$ cat config.mk
export PLATFORM = sky130hd
export DESIGN_NAME = latch_wr_arbiter
export DESIGN_NICKNAME = d
export VERILOG_FILES = /design/src/rtl/latch_wr_arbiter.sv
export SDC_FILE = /design/constraint.sdc
export NUM_CORES = 1
export LEC_CHECK = 0
export CAP_MARGIN = 30
export CORE_ASPECT_RATIO = 0.75
export CORE_MARGIN = 4
export CORE_UTILIZATION = 41
export DETAILED_ROUTE_END_ITERATION = 10
export HOLD_SLACK_MARGIN = 0.06
export PLACE_DENSITY = 0.84
export SETUP_SLACK_MARGIN = 0.5
export SYNTH_ARGS = -nofsm -noshare
export SYNTH_HDL_FRONTEND = slang
export SYNTH_SLANG_ARGS = --single-unit
$ cat constraint.sdc
create_clock -name clk -period 1.65 [get_ports clk]
set_input_delay 0.2475 -clock clk [delete_from_list [all_inputs] [get_ports clk]]
set_output_delay 0.2475 -clock clk [all_outputs]
set_load 0.01 [all_outputs]
$ cat src/rtl/latch_wr_arbiter.sv
// latch_wr_arbiter: arbitrates NREQ writers onto one shared latch data bus.
// Each write goes SETUP -> PULSE (EN_CYCLES) -> HOLD, so a latch word opens only on stable data.
// Ports:
//   clk, rst            clock, synchronous active-high reset
//   req[NREQ]           write requests, held until ack
//   req_addr[NREQ*AW]   word address per requester, slice i = [i*AW +: AW]
//   req_data[NREQ*DW]   write data per requester, slice i = [i*DW +: DW]
//   ack[NREQ]           one-cycle one-hot write-complete pulse (HOLD)
//   busy                high in SETUP, PULSE and HOLD
//   lat_d[DW]           shared data bus to all latch words
//   lat_en[2**AW]       one-hot gate enables, one per latch word
// Build option: define LATCH_ARB_FIXED_PRIO_EN for fixed priority (lowest index wins).
module latch_wr_arbiter #(
    parameter int NREQ      = 4,
    parameter int DW        = 8,
    parameter int AW        = 2,
    parameter int EN_CYCLES = 1
) (
    input  logic                 clk,
    input  logic                 rst,
    input  logic [NREQ-1:0]      req,
    input  logic [NREQ*AW-1:0]   req_addr,
    input  logic [NREQ*DW-1:0]   req_data,
    output logic [NREQ-1:0]      ack,
    output logic                 busy,
    output logic [DW-1:0]        lat_d,
    output logic [(2**AW)-1:0]   lat_en
);
    localparam int NW = 2**AW;
    localparam int IW = $clog2(NREQ);

    typedef enum logic [1:0] {IDLE, SETUP, PULSE, HOLD} state_t;

    state_t          state_q, state_d;
    logic [IW-1:0]   gnt_q, gnt_d, base, idx, sel;
    logic [AW-1:0]   addr_q, addr_d;
    logic [3:0]      cnt_q, cnt_d;
    logic [NREQ-1:0] ack_q, ack_d;
    logic            busy_q, busy_d;
    logic [DW-1:0]   lat_d_q, lat_d_d;
    logic [NW-1:0]   lat_en_q, lat_en_d;
    logic            found, grant, last;

`ifdef LATCH_ARB_FIXED_PRIO_EN
    assign base = '0;
`else
    logic [IW-1:0] ptr_q, ptr_d;
    assign base = ptr_q;
    always_comb ptr_d = (state_q == HOLD) ? IW'((int'(gnt_q) + 1) % NREQ) : ptr_q;
    always_ff @(posedge clk) ptr_q <= rst ? '0 : ptr_d;
`endif

    always_comb begin
        found = 1'b0;
        sel   = '0;
        idx   = '0;
        // first requesting index at or above base, wrapping modulo NREQ
        for (int i = 0; i < NREQ; i++) begin
            idx = IW'((int'(base) + i) % NREQ);
            if (!found && req[idx]) begin
                found = 1'b1;
                sel   = idx;
            end
        end
        grant    = (state_q == IDLE) && found;
        last     = cnt_q == 4'(EN_CYCLES - 1);
        gnt_d    = grant ? sel : gnt_q;
        addr_d   = grant ? req_addr[int'(sel)*AW +: AW] : addr_q;
        lat_d_d  = grant ? req_data[int'(sel)*DW +: DW] : lat_d_q;
        cnt_d    = (state_q == PULSE && !last) ? cnt_q + 4'd1 : '0;
        state_d  = state_q == IDLE  ? (found ? SETUP : IDLE) :
                   state_q == SETUP ? PULSE :
                   state_q == PULSE ? (last ? HOLD : PULSE) : IDLE;
        // outputs are registered from the state being entered
        busy_d   = state_d != IDLE;
        lat_en_d = (state_d == PULSE) ? NW'(1) << addr_q : '0;
        ack_d    = (state_d == HOLD) ? NREQ'(1) << gnt_q : '0;
    end

    always_ff @(posedge clk) begin
        if (rst) begin
            state_q  <= IDLE;
            gnt_q    <= '0;
            addr_q   <= '0;
            cnt_q    <= '0;
            ack_q    <= '0;
            busy_q   <= 1'b0;
            lat_d_q  <= '0;
            lat_en_q <= '0;
        end else begin
            state_q  <= state_d;
            gnt_q    <= gnt_d;
            addr_q   <= addr_d;
            cnt_q    <= cnt_d;
            ack_q    <= ack_d;
            busy_q   <= busy_d;
            lat_d_q  <= lat_d_d;
            lat_en_q <= lat_en_d;
        end
    end

    assign ack    = ack_q;
    assign busy   = busy_q;
    assign lat_d  = lat_d_q;
    assign lat_en = lat_en_q;
endmodule
==> metrics.txt <==
Post-Syn Instances=between 100 and 150; antenna violations before repair=0; Layout Utilization=0.858; die height=58.9 um; Syn Nets=roughly 190; failing checks=setup timing; grt met2 use=0.470; DRT Pass-1 Iters=4; via count=1506; Inserted Clock Buffers=5; peak supply drop=approximately 1.1 mV; Max Slew Vio Count=0; Worst Skew=0.00746 ns; Leak Pwr=1.11 nW; cell taking the most area after synthesis=dfxtp_1; synthesized cell area=about 1400 um2; CP required=1.81 ns; Most common cell on crit path=buf_12; vias in the first global route=1573; top-level I/O count=63; Synth area leaders=dfxtp_1 41%, mux2i_1 15%, o221ai_2 11%; global route hottest layer=met2; syn avg cell area=10.1 um2; Syn. warnings=0; CTS Sinks=29; Synth top area share=0.410; startpoint types=register; die area=4470 um2; Root Buffer=clkbuf_8; Placed Area=2160 um2; endpoints failing hold=0; IO buf count=62; global-route wire length before repair=7920 um; worst skew pair latency=roughly 0.29 ns; Max-Cap Viols=0; Seq/Total Area, Yosys=0.410; DR vias/cell=5.44; Synth Register Bits=29; RD Place Congestion=0.731; met1 GRT Util=0.257; DRC viols=0; highest-count cells in the layout ignoring fill and taps=41 x clkdlybuf4s50_1, 23 x dfxtp_1, 20 x buf_4, 11 x dlygate4sd2_1; critical path type=reg2reg; max_slew headroom=0.714; final antenna-violating net count=0; largest net degree at the start of global routing=11; Area Overhead vs Synth=100%; WP buf/inv=4; Unique masters post-synth=32; total power=2.83 mW; crit-path cells=nand2b_4, a21oi_4, a21oi_2, buf_6, buf_12, buf_16, buf_12, mux2i_2, o221ai_2; H-tree depth=2; clk buf depth=2; setup ws final=-0.0310 ns; Starting DRT DRC Count=95; most common cell after layout, fill and taps aside=clkdlybuf4s50_1; crit end category=register; final period utilization=1.02; met3 Resource Use GR=0.0563; slowest stage delay, CP=0.38 ns; critical path data arrival time=1.84 ns; final WL=6020 um; initial core utilization=0.428; RSZ-0062 raised after global routing=yes; layout cells sized above 1=0.515; GR Util All Layers=0.248; global route total overflow=0; CTS tree=yes; Reg clk slew, reported paths=around 0.06 ns; Hold Buf Count CTS=0; Fmax=595 MHz; Die Wd=about 76 um; final instance area=2840 um2; Hold Crit Class=reg2reg; worst-margin pin slew=0.428 ns; Worst path top cell family by delay=buffers and inverters; CP max-delay cell=dfxtp_2; FP Rows=18; Core Region=around 3300 um2; DPL Wire Length=3030 um; final setup vio count=3; Power Density=997 nW/um2; Nets=between 200 and 300; Fin Hold WS=0.476 ns; Tmin final=1.68 ns; Antenna diodes=0; Critical Path Fanout Max=5; status=finished, violations left; Wirelength per Cell=around 22 um
==> final cells by class <==
type	count	area [um2]
clock inverters	3	17.5
clock buffers	5	68.8
well taps	40	50.0
repair buffers	93	941
inverters	10	37.5
multi-input cells	97	1140
flip-flops and latches	29	591
fillers	137	469
==> routing by layer <==
metal  up-vias  part of all wire
met1       743              0.39
met4         0             0.044
li1        690                 -
met5         -                 0
met3        21             0.041
met2        52              0.53
==> cells in the mapped netlist, drive strengths merged <==
master  instances
nor3            4
buf             4
and3            1
or3b            1
xnor2           2
o41a            1
and2            1
a221oi          1
o21ai           1
a211oi          1
nand2b          3
nor3b           2
mux2i          21
dfxtp          29
xor2            1
a21oi           6
a31oi           1
nor2b           2
ha              6
nand3           1
a22o            1
inv            10
o221ai         10
nand2          14
or2             1
nor2           15
==> worst reg2reg max path: stages, from the launching register on <==
cell	delay, ns
dfxtp_2	0.38
nand2b_4	0.16
a21oi_4	0.06
a21oi_2	0.13
buf_6	0.13
buf_12	0.11
buf_16	0.11
buf_12	0.13
mux2i_2	0.23
o221ai_2	0.12
==> registers in the layout, summed over array words and instances, names as in the netlist <==
name	cells
addr_q	2
ack	4
lat_d	8
busy	1
gnt_q	2
lat_en	4
cnt_q	4
state_q	2
base	2
==> cells by family (layout without fill, tap and decap cells) <==
logic type	after synthesis	after routing	share of synthesized area
simple gates	45	45	0.154
buf+inv	14	111	0.0485
compound gates	22	22	0.168
flops	29	29	0.410
fa+ha+maj	6	6	0.0530
mux	21	21	0.148
xor+xnor	3	3	0.0185
==> where the power goes <==
group / leakage [nW] / switching [mW] / total (mW) / internal [mW]
registers: 0.240 / 0.0970 / 0.912 / 0.816
clock network: 0.0439 / 0.300 / 0.590 / 0.290
logic: 0.822 / 0.601 / 1.33 / 0.729
total: 1.11 / 0.998 / 2.83 / 1.84
==> path summary, 6_finish.rpt <==
kind,from,to,slack [ns],cells past startpoint
worst max register to register,base[0],lat_d[0],-0.03,9
worst min-delay path,lat_d[6],lat_d[6],0.48,2
worst min register to register,lat_d[6],lat_d[6],0.48,2
worst max-delay path,base[0],lat_d[0],-0.03,9
==> metrics by stage <==
step                      setup WS (ns)  TNS, ns  std cells
after floorplan                   0.278        0        140
after global placement           -0.217    -3.47        244
after detailed placement         -0.287    -4.32        244
after CTS                        0.0642        0        269
after global routing            -0.0486   -0.314        277
final                           -0.0310  -0.0653        277
==> timing repair <==
action	in CTS	in global routing
cloned	2	1
resized for setup	78	36
pin swaps	15	6
setup buffers	15	7
endpoints found under the setup margin	43	34
Power figures use the tool's default switching activity.
